## src/rtl/fifo_shift_param.sv

```systemverilog
// fifo_shift_param: shift-register FIFO with registered count, full/empty and error pulses.
// Defining FIFO_SHIFT_ALMOST_EN adds a registered almost_full output (count >= DEPTH-AF_MARGIN).
module fifo_shift_param #(
   parameter int WIDTH = 8,
   parameter int DEPTH = 4,
   parameter int AF_MARGIN = 1,
   localparam int CW = $clog2(DEPTH + 1)
) (
   input  logic             clk,
   input  logic             reset,
   input  logic             write,
   input  logic             delete,
   input  logic [WIDTH-1:0] fifo_in,
   output logic [WIDTH-1:0] fifo_out,
   output logic [CW-1:0]    count,
   output logic             empty,
   output logic             full,
   output logic             error,
   output logic             ovf_err,
`ifdef FIFO_SHIFT_ALMOST_EN
   output logic             almost_full,
`endif
   output logic             unf_err
);
   logic [WIDTH-1:0] r_q [DEPTH];
   logic [WIDTH-1:0] r_d [DEPTH];
   logic [CW-1:0]    count_q, count_d;
   logic             ovf_q, ovf_d, unf_q, unf_d, acc_w, acc_d;

   if (AF_MARGIN < 1 || AF_MARGIN >= DEPTH || DEPTH < 2 || WIDTH < 1) begin : g_param_out_of_range
   end

   // W+D on a full FIFO still shifts; W+D on an empty FIFO accepts only the write
   always_comb begin
      acc_w   = write & (~full | delete);
      acc_d   = delete & ~empty;
      ovf_d   = write & ~delete & full;
      unf_d   = delete & empty;
      count_d = count_q + CW'(acc_w) - CW'(acc_d);
      r_d[0]  = acc_w ? fifo_in : r_q[0];
      for (int k = 1; k < DEPTH; k++) r_d[k] = acc_w ? r_q[k-1] : r_q[k];
   end

   always_ff @(posedge clk) begin
      if (reset) begin
         for (int k = 0; k < DEPTH; k++) r_q[k] <= '0;
         count_q <= '0;
         ovf_q   <= 1'b0;
         unf_q   <= 1'b0;
      end else begin
         r_q     <= r_d;
         count_q <= count_d;
         ovf_q   <= ovf_d;
         unf_q   <= unf_d;
      end
   end

   // oldest entry sits at r[count-1]
   always_comb begin
      fifo_out = '0;
      for (int k = 0; k < DEPTH; k++) if (count_q == CW'(k + 1)) fifo_out = r_q[k];
   end

   assign count   = count_q;
   assign empty   = count_q == '0;
   assign full    = count_q == CW'(DEPTH);
   assign ovf_err = ovf_q;
   assign unf_err = unf_q;
   assign error   = ovf_q | unf_q;

`ifdef FIFO_SHIFT_ALMOST_EN
   logic af_q;

   always_ff @(posedge clk) begin
      if (reset) af_q <= 1'b0;
      else af_q <= count_d >= CW'(DEPTH - AF_MARGIN);
   end

   assign almost_full = af_q;
`endif
endmodule

```

## config.mk

```make
export PLATFORM = sky130hd
export DESIGN_NAME = fifo_shift_param
export DESIGN_NICKNAME = d
export VERILOG_FILES = /design/src/rtl/fifo_shift_param.sv
export SDC_FILE = /design/constraint.sdc
export NUM_CORES = 1
export LEC_CHECK = 0
export CAP_MARGIN = 25
export CORE_MARGIN = 1
export CORE_UTILIZATION = 30
export CTS_CLUSTER_DIAMETER = 150
export DETAILED_ROUTE_END_ITERATION = 16
export PLACE_DENSITY_LB_ADDON = 0.25
export SLEW_MARGIN = 25
export SYNTH_ARGS = -nofsm -noshare
export SYNTH_HDL_FRONTEND = slang
export SYNTH_SLANG_ARGS = --single-unit
```

## constraint.sdc

```tcl
create_clock -name clk -period 3.2 [get_ports clk]
set_input_delay 0.64 -clock clk [delete_from_list [all_inputs] [get_ports clk]]
set_output_delay 0.64 -clock clk [all_outputs]
set_load 0.01 [all_outputs]
```

==> Word-level counts from Yosys, hierarchy flattened <==
Cells that the tools add are included.
{ "word_totals": {"reg_bits": 37, "out_inout_bits": 16, "in_bits": 12, "elab_cells": 28} }
{ "op_classes": {"n_reduce_logical": 1, "n_addsub": 2, "mux": 4, "n_eq_ne": 4, "bitwise_logic": 10} }
{ "ops": {"columns": ["operator", "count"], "rows": [
  ["$mux W8", 4],
  ["$eq A3 B2 Y1 const B", 2],
  ["$and A1 B1 Y1", 5],
  ["$add A3 B1 Y3", 1],
  ["$eq A3 B1 Y1 const B", 1],
  ["$eq A3 B3 Y1 const B", 1],
  ["$logic_not A3 Y1", 1],
  ["$not A1 Y1", 3],
  ["$sub A3 B1 Y3", 1],
  ["$or A1 B1 Y1", 2]
]} }

==> Longest topological paths before layout <==
{ "depth": {"ltp_word": 6, "depth_mapped": 12, "depth_no_buf": 11} }

==> Worst setup path after synthesis <==
Ideal clock, no wire load.
{ "synth_path": {"kind": "reg2reg", "start": "register count_q[2] (netlist: count[2])", "end": "register count_q[2] (netlist: count[2])", "path_buffers": 1, "path_slack_ns": 0.635, "setup_time_ns": 0.078, "stages_incl_launch_ff": 13, "required_time_ns": 3.122, "t_arrival_ns": 2.487, "period_less_slack_ns": 2.565, "cell_sequence": "dfxtp_1 -> or3b_4 -> o21a_4 -> inv_6 -> buf_12 -> ha_1 -> inv_1 -> ha_1 -> inv_1 -> fa_1 -> xor2_1 -> and2_1 -> nor3_1"} }
{ "synth_via": {"elab_chain_cells": 6, "elab_cells_between_ends": 9, "cone_classes": "add/sub (2); eq/ne (1); bitwise (5); reduce/logical (1)"} }
{ "synth_lines": {"columns": ["item", "line_no", "source"], "rows": [
  ["start, declared", "27", "logic [CW-1:0] count_q, count_d;"],
  ["start signal, assigned", "52", "count_q <= count_d;"],
  ["$eq A3 B3 Y1", "66", "assign full = count_q == CW'(DEPTH);"],
  ["$not A1 Y1", "35", "acc_w = write & (~full | delete);"],
  ["$or A1 B1 Y1", "35", null],
  ["$and A1 B1 Y1", "35", null],
  ["$add A3 B1 Y3", "39", "count_d = count_q + CW'(acc_w) - CW'(acc_d);"],
  ["$sub A3 B1 Y3 (*)", "39", null]
]} }
Every way passes the cells marked *; elsewhere a longest branch is shown, timed or not.
A chain may end at the register's enable or synchronous reset.

==> Worst setup path in the final report <==
{ "layout_path": {"start": "register count_q[0] (netlist: count[0])", "end": "output fifo_out[7]"} }
{ "layout_via": {"elab_chain_cells": 5, "elab_cells_between_ends": 8, "cone_classes": "eq/ne (4); mux (4)"} }
{ "layout_lines": {"columns": ["item", "line_no", "source"], "rows": [
  ["$eq A3 B1 Y1", "61", "for (int k = 0; k < DEPTH; k++) if (count_q == CW'(k + 1)) fifo_out = r_q[k];"],
  ["$mux W8 (3 in series)", "61", null],
  ["$mux W8 (*)", "61", null],
  ["end, declared", "14", "output logic [WIDTH-1:0] fifo_out,"]
]} }
Marked as above.

==> flow_summary_export.csv <==
group,metric,value,unit
die,top_level_ports,28,
timing,smallest_hold_slack,474,ps
die,core,5610,sq um
global_routing,grt_pass1_wl,5730,um
clocking,clock_tree.root_cell,"sky130_fd_sc_hd__clkbuf_8",
clocking,cts_tree,"done",
timing,timing.final.max_slew_violations,0,
synthesis,synthAdderAreaFrac,2.54,%
critical_path,worstPathBufferInverterCount,1,
cells_and_area,fraction_of_layout_instances_using_a_drive_strength_above_1,7.22,%
hold_path,min_delay_path_depth,2,
critical_path,critical_path.startpoint_type,"flip-flop",
die,die_area,6230,sq um
critical_path,critical_path_peak_fanout,13,
drt,dr.first_iter.drc_count,62,
synthesis,synthArstFlopShare,0,%
synthesis,synth_xor_area_share,0.493,%
synthesis,synthSimpleGateAreaFrac,19.2,%
clocking,clock_latency,280,ps
cells_and_area,layoutNonFillerInstCount,266,
synthesis,ys_top_cells_by_count,"sky130_fd_sc_hd__nand2b_1, sky130_fd_sc_hd__mux2i_1, sky130_fd_sc_hd__dfxtp_1",
synthesis,syn_area,1780,sq um
pwr,p_leak,0.841,nW
clocking,numClockSinks,37,
clocking,cts.hold.buffers_added,0,
critical_path,critical_path_end_type,"output pin",
critical_path,crit_path_max_incr_delay,660,ps
synthesis,count_of_flip_flops_with_a_built_in_enable_after_synthesis,0,
clocking,cts_inserted_buffers,5,
die,initial_utilization,31.7,%
critical_path,r2r_start,"count[0]$_SDFF_PP0_",
synthesis,compound_gate_portion_of_the_synthesized_area,7.04,%
drt,routed_via_density,4.63,
cells_and_area,areaGrowthSynthToFinish,21.5,%
global_routing,globalRouteOverflowTotal,0,
synthesis,postSynthNetCount,183,
cells_and_area,final_cell_area,2160,sq um
die,placement_rows,27,
hold_path,min_from,"r_q[2]$_SDFFE_PP0N_",
placement,dpl.hpwl,2200,um
critical_path,timing.critical_path.required,2560,ps
synthesis,synthFlopType,"sky130_fd_sc_hd__dfxtp_1",
synthesis,post-synth-top-count-cell,"sky130_fd_sc_hd__nand2b_1",
critical_path,worstSetupStartpoint,"count[0]$_SDFF_PP0_",
timing,relSlewSlack,64.4,%
hold_path,hp-class,"flip-flop to flip-flop",
critical_path,timing.critical_path.depth,3,
drt,dr.pass1.iters,4,
critical_path,criticalPathCategory,"flip-flop to output pin",
global_routing,grt_use_total,12.1,%
job,max_cap_violations,0,
drt,drc,0,
drt,drt-wirelength-per-cell,13.1,um
clocking,postCtsSetupRepairBufs,0,
die,die_width,79.0,um
timing,finalHoldViolations,0,
synthesis,ys_seq_area_share,41.7,%
outcome,outcome,"finished, final reports clean",
placement,numPortBuffers,27,
placement,routabilityCongestion,0.690,
cells_and_area,design.final.nets,209,
die,dieHeight,79.0,um
timing,worst_pin_slew,534,ps
critical_path,cp_cell_instances,"nand2b_1 -> o22ai_1 -> clkdlybuf4s50_1",
synthesis,post-synth-top-area-cell,"sky130_fd_sc_hd__dfxtp_1",
synthesis,ys_types,24,
critical_path,worstPathArrival,2190,ps
clocking,cts-root-to-sink-buffers,2,
cells_and_area,final.fill_count,577,
drt,vias,1231,
synthesis,synth_seq_cells,37,
synthesis,combinational_family_with_the_most_area_after_synthesis,"multiplexers",
clocking,postCtsResizedCells,0,
timing,clock_skew,2.52,ps
synthesis,yosysTopAreaCellShare,41.7,%
global_routing,grt_antenna_before_repair,0,
critical_path,critPathSlowestCell,"sky130_fd_sc_hd__dfxtp_1",
timing,grt_setup_unrepaired,"false",
clocking,worst_setup_hold_path_clk_slew,70,ps
global_routing,first_global_vias,1122,
synthesis,avgSynthCellArea,10.6,sq um
synthesis,muxShareOfSynthArea,22.5,%
synthesis,yosysWarningCount,0,
global_routing,grt_start_max_net_pins,46,
synthesis,netlist_instances,168,
pwr,irDropWorstVdd,0.000280,V
drt,postRouteWirelength,3480,um
synthesis,yosys-top-cells-area,"sky130_fd_sc_hd__dfxtp_1, sky130_fd_sc_hd__mux2i_1, sky130_fd_sc_hd__nand2b_1, sky130_fd_sc_hd__buf_12, sky130_fd_sc_hd__a22oi_1",
drt,final_antenna_net_count,0,
timing,timing.setup.tns,0,ps
cells_and_area,n_antenna_cell,0,
timing,finalCriticalPeriod,2830,ps
critical_path,critical-path-top-delay-family,"flip-flops",
clocking,cts_htree_levels,2,
placement,postPlaceCellArea,2070,sq um
critical_path,r2r.worst_path.cells,11,
timing,achievable-frequency,353,MHz
timing,period_share,88.4,%
timing,timing.final.setup_violations,0,
placement,place.detailed.instances,259,
pwr,power_density,636,nW/um^2
logic make-up (layout without fill, tap and decap cells):
kind of cell | count (synthesis) | after routing
fa+ha+maj | 3 | 3
mux | 40 | 40
compound gates | 17 | 17
simple gates | 54 | 54
flops | 37 | 37
buf+inv | 16 | 42
xor+xnor | 1 | 1
through the flow:
| stage | utilization (%) | power (mW) | setup slack, ps |
|---|---|---|---|
| floorplan | - | 0.888 | 635 |
| global placement | 36.9 | 1.06 | 353 |
| detailed placement | 36.9 | 1.06 | 327 |
| CTS | 38.5 | 1.39 | 350 |
| global route | 38.5 | 1.46 | 215 |
| finish | 38.5 | 1.37 | 370 |
state kept, by name (all words and copies together), names as in the netlist:
name and cells:
r_q 32, count 3, unf_err 1, ovf_err 1
cells in the final DEF, fill, tap and decap left out, drive strengths merged:
| cell type | Yosys | routed |
|---|---|---|
| nand2b | 41 | 41 |
| mux2i | 40 | 40 |
| dfxtp | 37 | 37 |
| clkdlybuf4s50 | 0 | 27 |
| a22oi | 8 | 8 |
| o22ai | 8 | 8 |
| clkbuf | 7 | 7 |
| buf | 5 | 4 |
| inv | 4 | 4 |
| nor2b | 3 | 3 |
| nor3 | 2 | 2 |
| nor2 | 2 | 2 |
| ha | 2 | 2 |
| or3b | 1 | 1 |
| o21a | 1 | 1 |
| and2b | 1 | 1 |
| or2 | 1 | 1 |
| xor2 | 1 | 1 |
| and2 | 1 | 1 |
| nor4b | 1 | 1 |
| and3b | 1 | 1 |
| fa | 1 | 1 |
power breakdown:
| part | internal, mW | switching (mW) |
|---|---|---|
| sequential | 0.502 | 0.0624 |
| combinational | 0.251 | 0.231 |
| clock | 0.171 | 0.155 |
layer usage:
| layer | vias to the layer above | part of all wire, % | track usage [%] |
|---|---|---|---|
| met5 | - | 0 | 0 |
| met4 | 0 | 0.78 | 3.27 |
| met3 | 4 | 4.3 | 3.68 |
| met2 | 31 | 43 | 17.0 |
| met1 | 569 | 52 | 17.7 |
| li1 | 627 | - | - |
final timing paths:
path / endpoint / slack (ps)
min: r_q[2]$_SDFFE_PP0N_ / 470
max: fifo_out[7] / 370
min reg2reg: r_q[2]$_SDFFE_PP0N_ / 470
max reg2reg: count[2]$_SDFF_PP0_ / 530
area by class of cell:
class	count	area (sq um)	share of cell area [%]
clock buffers	7	86.3	4.00
inverters	4	20.0	0.928
multi-input cells	115	921	42.7
flip-flops and latches	37	741	34.3
well taps	72	90.1	4.17
repair buffers	31	300	13.9
worst reg2reg max path, stage by stage (launching register included):
cell                      delay, ps
sky130_fd_sc_hd__dfxtp_1        480
sky130_fd_sc_hd__or3b_4         490
sky130_fd_sc_hd__o21a_4         220
sky130_fd_sc_hd__inv_6          150
sky130_fd_sc_hd__ha_1           250
sky130_fd_sc_hd__inv_1           50
sky130_fd_sc_hd__ha_1           120
sky130_fd_sc_hd__inv_1           50
sky130_fd_sc_hd__fa_1           370
sky130_fd_sc_hd__xor2_1         160
sky130_fd_sc_hd__and2_1         160
sky130_fd_sc_hd__nor3_1         100
No activity file was read; power rests on OpenSTA's default activity.
